## config.mk

```make
export PLATFORM = sky130hd
export DESIGN_NAME = uart_rx
export DESIGN_NICKNAME = d
export VERILOG_FILES = /design/src/rtl/uart_rx.sv
export SDC_FILE = /design/constraint.sdc
export NUM_CORES = 1
export LEC_CHECK = 0
export BUFFER_PORTS_ARGS = -buffer_cell sky130_fd_sc_hd__buf_2
export CORE_MARGIN = 10
export CORE_UTILIZATION = 52
export CTS_CLUSTER_DIAMETER = 120
export DETAILED_ROUTE_END_ITERATION = 10
export GPL_TIMING_DRIVEN = 0
export PLACE_DENSITY = 0.83
export SLEW_MARGIN = 0
export SYNTH_ARGS = -nofsm -noshare
export SYNTH_HDL_FRONTEND = slang
export SYNTH_SLANG_ARGS = --single-unit
```

## constraint.sdc

```tcl
create_clock -name clk -period 2.7 [get_ports clk]
set_clock_uncertainty 0.1 [all_clocks]
set_input_delay 0 -clock clk [delete_from_list [all_inputs] [get_ports clk]]
set_output_delay 0 -clock clk [all_outputs]
set_load 0.02 [all_outputs]
```

## src/rtl/uart_rx.sv

```systemverilog
// 16x-oversampling UART receiver: synchronizer, mid-bit sampling FSM, valid/ready output register.
// Define UART_RX_PARITY_EN to add an even-parity bit after the data bits and the parity_err output.
module uart_rx #(
    parameter int DATA_BITS   = 8,
    parameter int OVERSAMPLE  = 16,
    parameter int SYNC_STAGES = 2
) (
    input  logic                 clk,
    input  logic                 rst,
    input  logic                 s_tick,
    input  logic                 rx,
    output logic [DATA_BITS-1:0] rx_data,
    output logic                 rx_valid,
    input  logic                 rx_ready,
    output logic                 frame_err,
    output logic                 overrun
`ifdef UART_RX_PARITY_EN
    ,
    output logic                 parity_err
`endif
);

    localparam int TCNT_W = $clog2(OVERSAMPLE);
    localparam int BCNT_W = $clog2(DATA_BITS);
    localparam logic [TCNT_W-1:0] T_MID  = TCNT_W'(OVERSAMPLE / 2 - 1);
    localparam logic [TCNT_W-1:0] T_END  = TCNT_W'(OVERSAMPLE - 1);
    localparam logic [BCNT_W-1:0] B_LAST = BCNT_W'(DATA_BITS - 1);

    typedef enum logic [2:0] {IDLE, START, DATA, PARITY, STOP} state_t;

    state_t                 state_q, state_d;
    logic [TCNT_W-1:0]      tcnt_q, tcnt_d;
    logic [BCNT_W-1:0]      bcnt_q, bcnt_d;
    logic [DATA_BITS-1:0]   sh_q, sh_d;
    logic [SYNC_STAGES-1:0] sync_q;
    logic                   rx_s;
    logic                   stop_hit;
    logic                   take;
    logic                   good;
    logic                   load;
`ifdef UART_RX_PARITY_EN
    logic                   par_q, par_d;
    logic                   par_fault;
`endif

    // Synchronizer flops idle high so reset never looks like a start bit
    always_ff @(posedge clk) begin
        if (rst) begin
            sync_q <= '1;
        end else begin
            sync_q <= {sync_q[SYNC_STAGES-2:0], rx};
        end
    end

    assign rx_s = sync_q[SYNC_STAGES-1];

    always_comb begin
        state_d  = state_q;
        tcnt_d   = tcnt_q;
        bcnt_d   = bcnt_q;
        sh_d     = sh_q;
        stop_hit = 1'b0;
`ifdef UART_RX_PARITY_EN
        par_d    = par_q;
`endif
        case (state_q)
            IDLE: begin
                if (!rx_s) begin
                    state_d = START;
                    tcnt_d  = '0;
                end
            end
            START: begin
                if (s_tick) begin
                    if (tcnt_q == T_MID) begin
                        tcnt_d = '0;
                        if (!rx_s) begin
                            state_d = DATA;
                            bcnt_d  = '0;
                        end else begin
                            state_d = IDLE;
                        end
                    end else begin
                        tcnt_d = tcnt_q + TCNT_W'(1);
                    end
                end
            end
            DATA: begin
                if (s_tick) begin
                    if (tcnt_q == T_END) begin
                        tcnt_d = '0;
                        sh_d   = {rx_s, sh_q[DATA_BITS-1:1]};
                        bcnt_d = bcnt_q + BCNT_W'(1);
                        if (bcnt_q == B_LAST) begin
`ifdef UART_RX_PARITY_EN
                            state_d = PARITY;
`else
                            state_d = STOP;
`endif
                        end
                    end else begin
                        tcnt_d = tcnt_q + TCNT_W'(1);
                    end
                end
            end
`ifdef UART_RX_PARITY_EN
            PARITY: begin
                if (s_tick) begin
                    if (tcnt_q == T_END) begin
                        tcnt_d  = '0;
                        par_d   = rx_s;
                        state_d = STOP;
                    end else begin
                        tcnt_d = tcnt_q + TCNT_W'(1);
                    end
                end
            end
`endif
            STOP: begin
                // Leave at mid-stop so the next start edge has half a bit of margin
                if (s_tick) begin
                    if (tcnt_q == T_END) begin
                        tcnt_d   = '0;
                        stop_hit = 1'b1;
                        state_d  = IDLE;
                    end else begin
                        tcnt_d = tcnt_q + TCNT_W'(1);
                    end
                end
            end
            default: state_d = IDLE;
        endcase
    end

`ifdef UART_RX_PARITY_EN
    assign par_fault = ^{sh_q, par_q};
    assign good      = stop_hit & rx_s & ~par_fault;
`else
    assign good      = stop_hit & rx_s;
`endif
    assign take = rx_valid & rx_ready;
    assign load = good & (~rx_valid | take);

    always_ff @(posedge clk) begin
        if (rst) begin
            state_q   <= IDLE;
            tcnt_q    <= '0;
            bcnt_q    <= '0;
            rx_data   <= '0;
            rx_valid  <= 1'b0;
            frame_err <= 1'b0;
            overrun   <= 1'b0;
`ifdef UART_RX_PARITY_EN
            par_q      <= 1'b0;
            parity_err <= 1'b0;
`endif
        end else begin
            state_q   <= state_d;
            tcnt_q    <= tcnt_d;
            bcnt_q    <= bcnt_d;
            frame_err <= stop_hit & ~rx_s;
            overrun   <= good & rx_valid & ~rx_ready;
            rx_valid  <= load | (rx_valid & ~take);
            if (load) begin
                rx_data <= sh_q;
            end
`ifdef UART_RX_PARITY_EN
            par_q      <= par_d;
            parity_err <= stop_hit & rx_s & par_fault;
`endif
        end
    end

    // Shift register carries data only; no reset needed
    always_ff @(posedge clk) begin
        sh_q <= sh_d;
    end

endmodule

```

==> results.yml, run 1 <==
outcome:
  status: "complete, no violations"
power_and_ir_drop:
  p_sw_uw: 217.7
  leakage_uw: 0.0006552
  p_total_uw: 873.3
  vdd_drop_max_uv: 485.5
  pwr-share-clk_pct: 31.2
  switching_share_pct: 24.93
  internal_power_uw: 655.6
  pwr_density_cell_mw_per_mm2: 546.6
  power.share.sequential_pct: 56.2
  combPwrFrac_pct: 12.6
clocking:
  cts-root-buf: "clkbuf_4"
  cts_made_buffers: 5
  cts_setup_buffers: 0
  cts_tree: "built"
  clockBufferDepth: 2
  clock-sinks: 31
  clk_pin_slew_ns: 0.09
  clk_latency_ns: 0.32
  htree_levels: 2
floorplanning:
  ios: 16
  die_area_mm2: 0.005078
  initial_utilization_pct: 54.65
  core_mm2: 0.002500
  dieWidth_um: 71.26
  fp-row-count: 18
  die_y_um: 71.26
placed_design:
  globalplace.congestion: 0.8159
  port_buffers: 15
  placed_cell_area_mm2: 0.001479
  place_hpwl_mm: 1.890
route:
  wl_per_cell_um: 15.11
  firstDrtPassIters: 4
  num_vias: 974
  drcViolationCount: 0
  ant_nets: 0
  drtIter0Drc: 38
  via_per_inst: 5.503
  wl_mm: 2.674
yosys:
  yosysTopAreaCellShare_pct: 33.70
  yosys-top-cells-area: "dfxtp_1 (34%), edfxtp_1 (18%), mux2i_1 (8.8%), nor2_1 (4.4%), ha_1 (2.7%)"
  synth_warnings: 0
  synth_cell_types: 41
  yosys.area.top_type: "dfxtp_1"
  syn_area_mm2: 0.001366
  ys_seq_area_share_pct: 51.28
  async_reset_ff_share_pct: 0
  synth_seq_cells: 31
  synth_cells: 119
  synth_enable_flop_cells: 8
  avgSynthCellArea_um2: 11.48
  ys.flop_type: "dfxtp_1"
  synth_fp_nets: 127
critical_path:
  cp-end-kind: "register"
  ff2ff_setup_slack_ns: 0.58
  arrival_ns: 2.28
  startpoint: "tcnt_q[0]"
  path_max_fanout: 11
  endpoint: "bcnt_q[1]"
  startpoint_type: "register"
  worstSetupPathType: "register to register"
  rr_worst_depth: 5
  cp_data_required_time_ns: 2.86
  regToRegStartpoint: "tcnt_q[0]"
  r2r_end: "bcnt_q[1]"
final_layout:
  final_util_pct: 63.91
  drive_above_1_share_pct: 26.53
  final_cell_mix: "dfxtp_1 (23), buf_2 (16), nor2_1 (16), mux2i_1 (12), edfxtp_1 (8)"
  area_growth_pct: 16.94
  final_common_cell: "dfxtp_1"
  n_antenna_cell: 0
  fin_nets: 154
  stdcell_area_mm2: 0.001598
sta:
  hold_viol: 0
  fmax_mhz: 471.2
  grt_setup_unrepaired: "false"
  setup_tns_ns: 0
  min_period_over_period_pct: 78.60
  slew_violations: 0
  setup_viol: 0
  tightest_slew_ns: 0.7267
  slew_headroom_pct: 51.35
  period_needed_ns: 2.122
global_routing:
  grt_use_total_pct: 11.00
  grt_max_degree: 12
  overflow: 0
  first_global_vias: 982
  antenna_found_initial: 0
  grt_first_pass_wirelength_mm: 4.471
job:
  cap_violations: 0
min_path:
  holdCritPathClass: "primary input to register"
## routing by layer
metal	GRT usage, %	wire length (um)	vias up
met5	0	0	-
met4	4.516	46	0
met3	5.647	194	5
met1	11.76	1145	452
met2	17.94	1288	24
li1	-	-	493
## stage by stage
step / cells / hold slack [ns] / worst slack [ns]
floorplan: 119 / -0.02134 / 0.7233
global placement: 164 / 0.08998 / 0.3903
detailed placement: 164 / 0.08646 / 0.2763
CTS: 177 / 0.09596 / 0.2414
global route: 177 / 0.1297 / 0.3385
finish: 177 / 0.1108 / 0.5777
## Yosys cell counts, types with 2 or more instances
library cell / number
a21oi_1: 5
a22oi_1: 2
buf_6: 2
clkbuf_1: 2
dfxtp_1: 23
edfxtp_1: 8
ha_1: 3
mux2i_1: 12
nand2_1: 4
nand3_1: 6
nand3b_1: 3
nor2_1: 16
nor3_1: 2
o21ai_1: 2
or2_2: 2
xnor2_2: 2
## worst max-delay path, stage by stage, from the launching register on
cell	delay (ns)
dfxtp_1	0.40
ha_1	0.30
nand4_1	0.23
nor4b_4	0.72
a22oi_1	0.19
nor2_1	0.12
## worst min-delay path by stage
stage	startpoint	end	slack (ns)	cells past startpoint
after floorplan	rst	frame_err	-0.02	1
after CTS	s_tick	bcnt_q[2]	0.1	4
final	s_tick	bcnt_q[2]	0.11	4
after global routing	s_tick	bcnt_q[2]	0.13	4
after detailed placement	rx	sync_q[0]	0.09	2
after global placement	rx	sync_q[0]	0.09	2
## registers in the layout (all words and copies together), names as in the netlist
signal,flops
bcnt_q,3
frame_err,1
overrun,1
rx_data,8
rx_valid,1
sh_q,8
state_q,3
sync_q,2
tcnt_q,4
## power by group through the flow
| stage | clock network (uW) | logic [uW] | registers [uW] |
|---|---|---|---|
| final | 273 | 110 | 491 |
| after CTS | 284 | 108 | 491 |
| after global placement | 0 | 97.9 | 501 |
| after detailed placement | 0 | 103 | 502 |
| after global routing | 307 | 121 | 492 |
| after floorplan | 0 | 82.9 | 499 |
## repair_timing
action,CTS,global route
hold buffers,5,0
setup endpoints to repair,0,3
endpoints found under the hold margin,5,0
resized for setup,0,1
## cell families after synthesis
family | after synthesis | synth area share (%)
AND/OR/NAND/NOR | 47 | 21.70
flip-flops | 31 | 51.28
AO/OA/AOI/OAI | 17 | 9.340
multiplexers | 12 | 8.792
buffers and inverters | 6 | 3.113
XOR/XNOR | 3 | 3.022
adder cells (fa/ha/maj) | 3 | 2.748
## cell type report
type,count,area [um2]
well taps,30,37.54
plain buffers,6,42.54
fillers,189,902.1
clock inverters,1,5.005
repair buffers,20,125.1
multi-input cells,82,631.9
flip-flops and latches,31,700.7
clock buffers,7,55.05
Power figures use the tool's default switching activity.
==> inputs of run 2 (changes only) <==
- ABC_AREA: unset -> 1
- clock period: 2.7 -> 2 ns (I/O delays scaled with it)
==> run 2 against run 1 <==
  * Cell count up 36%
  * Clock-buffer cell count is 1 lower
  * Via count rose by 25%
  * Non-clock buffer count shrank 7
  * Sequential cell count stayed put
  * First-iteration DRC count rose by 89%
  * Global-route usage rose by 0.44 points
  * Fmax grew 21%
  * Sequential share of layout area is 2.7 points lower
  * Clock power rose by 89%
  * Synthesized area grew 8.0%
  * Worst hold slack gained 0.022 ns
  * Critical endpoint is now bcnt_q[0]
  * Highest routed layer unchanged
==> results.yml, run 2 <==
outcome:
  status: "complete, no violations"
sta:
  slew_violations: 0
  grt_setup_unrepaired: "false"
  period_needed_ns: 1.748
  setup_tns_ns: 0
  setup_viol: 0
  slew_headroom_pct: 69.95
  hold_ws_ns: 0.1333
  hold_viol: 0
  fmax_mhz: 572.1
  tightest_slew_ns: 0.4508
  min_period_over_period_pct: 87.40
global_routing:
  grt_use_met3_pct: 4.711
  grt_use_total_pct: 11.44
  use_met2_pct: 17.77
  use_met1_pct: 13.54
  antenna_found_initial: 0
  overflow: 0
  grt_max_degree: 12
  first_global_vias: 1108
  grt_first_pass_wirelength_mm: 4.871
  top_usage_layer: "met2"
route:
  wl_per_cell_um: 11.67
  via_per_inst: 5.062
  wl_mm: 2.813
  drcViolationCount: 0
  num_vias: 1220
  drtIter0Drc: 72
  firstDrtPassIters: 4
  ant_nets: 0
clocking:
  cts_setup_buffers: 0
  clk_latency_ns: 0.33
  htree_levels: 2
  clockBufferDepth: 2
  clock-sinks: 31
  cts-root-buf: "clkbuf_4"
  cts_made_buffers: 5
  clk_pin_slew_ns: 0.10
  cts_tree: "built"
yosys:
  yosys-top-cells-area: "dfxtp_1 (31%), edfxtp_1 (16%), nand2_1 (10%), nor2_1 (8.9%), nand3_1 (3.7%)"
  synth_cells: 185
  yosys.area.top_type: "dfxtp_1"
  synth_seq_cells: 31
  ys.flop_type: "dfxtp_1"
  ys_top_cells_by_count: "nand2_1 (40), nor2_1 (35), dfxtp_1 (23)"
  ys_seq_area_share_pct: 47.50
  synth_cell_types: 25
  yosysTopAreaCellShare_pct: 31.21
  synth_warnings: 0
  synth_fp_nets: 193
  avgSynthCellArea_um2: 7.974
  async_reset_ff_share_pct: 0
  syn_area_mm2: 0.001475
  yosysMostFrequentCell: "nand2_1"
  synth_enable_flop_cells: 8
power_and_ir_drop:
  leakage_uw: 0.0007903
  vdd_drop_max_uv: 653.7
  pwr_density_cell_mw_per_mm2: 1072
min_path:
  hold_depth: 6
  min_to: "bcnt_q[2]"
  holdCritPathClass: "primary input to register"
  hold_start: "s_tick"
critical_path:
  worstSetupPathType: "register to register"
  cp-end-kind: "register"
  regToRegStartpoint: "tcnt_q[0]"
  arrival_ns: 1.93
  startpoint_type: "register"
  rr_worst_depth: 9
  r2r_end: "bcnt_q[0]"
  ff2ff_setup_slack_ns: 0.25
  path_max_fanout: 11
  cp_data_required_time_ns: 2.18
floorplanning:
  core_mm2: 0.002734
  dieWidth_um: 73.26
  ios: 16
  die_y_um: 73.26
  fp-row-count: 19
  die_area_mm2: 0.005367
  initial_utilization_pct: 53.96
final_layout:
  drive_above_1_share_pct: 21.90
  final_cell_mix: "nand2_1 (40), nor2_1 (35), dfxtp_1 (23), inv_1 (14), buf_2 (14)"
  fin_nets: 217
  final_common_cell: "nand2_1"
  n_antenna_cell: 0
  regArea_um2: 700.7
  multiInputGateArea_um2: 690.7
  reg.largest.list: "rx_data (8), sh_q (8), tcnt_q (4)"
  fillerInstances: 245
  area_growth_pct: 15.44
placed_design:
  port_buffers: 14
  place_hpwl_mm: 2.022
  globalplace.congestion: 0.8591
job:
  cap_violations: 0
[run 2: power by group]
group	internal, uW	total [uW]	leakage, uW	switching [uW]
Clock	295	515	0.0000482	219
Combinational	209	579	0.000484	370
Sequential	677	731	0.000258	53.9
[run 2: cell families after synthesis]
| family | share of synthesized area [%] |
|---|---|
| flops | 47.50 |
| fa+ha+maj | 2.545 |
| compound gates | 6.106 |
| simple gates | 37.57 |
| xor+xnor | 0.5938 |
| buf+inv | 5.683 |
[run 2: worst max-delay path by stage]
stage	start	endpoint	slack, ns	cells past startpoint
after CTS	tcnt_q[0]	bcnt_q[0]	0.21	9
after global placement	tcnt_q[0]	sh_q[3]	0.28	5
after detailed placement	tcnt_q[0]	bcnt_q[0]	0.25	9
after global routing	tcnt_q[0]	bcnt_q[0]	0.05	9
after floorplan	tcnt_q[0]	sh_q[0]	0.45	5
final	tcnt_q[0]	bcnt_q[0]	0.25	9
[run 2: repair_timing]
| item | in CTS | in global routing |
|---|---|---|
| resized for setup | 0 | 1 |
| endpoints found under the setup margin | 0 | 1 |
| endpoints found under the hold margin | 6 | 0 |
| hold buffers | 3 | 0 |
[run 2: critical path, cell delays in order, from the launching register on]
cell	delay (ns)
dfxtp_1	0.44
ha_1	0.26
nand3_2	0.18
nor2_8	0.18
nand2_1	0.12
inv_4	0.15
nor2_1	0.06
nor2_1	0.10
nand2_1	0.06
inv_1	0.04
[run 2: final cells by class]
type | instances | share of cell area, %
clock inverter | 2 | 2.057
tap | 31 | 2.278
timing repair buffer | 17 | 5.878
multi-input combinational | 133 | 40.56
clock buffer | 6 | 3.012
inverter | 19 | 4.629
sequential | 31 | 41.15
buffer | 2 | 0.4409
[run 2: per-layer routing]
metal	up-vias	share of wire, %
met3	2	7.6
li1	642	-
met4	0	0.60
met5	-	0
met1	542	44
met2	34	48
[run 2: metrics by stage]
stage	setup slack [ns]	utilization, %	power (uW)	std cells	cell area [um2]
after detailed placement	0.2487	57.94	1314	230	1584
after floorplan	0.4473	-	1221	185	1475
after global placement	0.2840	57.94	1301	230	1584
after global routing	0.05199	62.29	1967	241	1703
final	0.2519	62.29	1825	241	1703
after CTS	0.2059	62.20	1830	241	1700
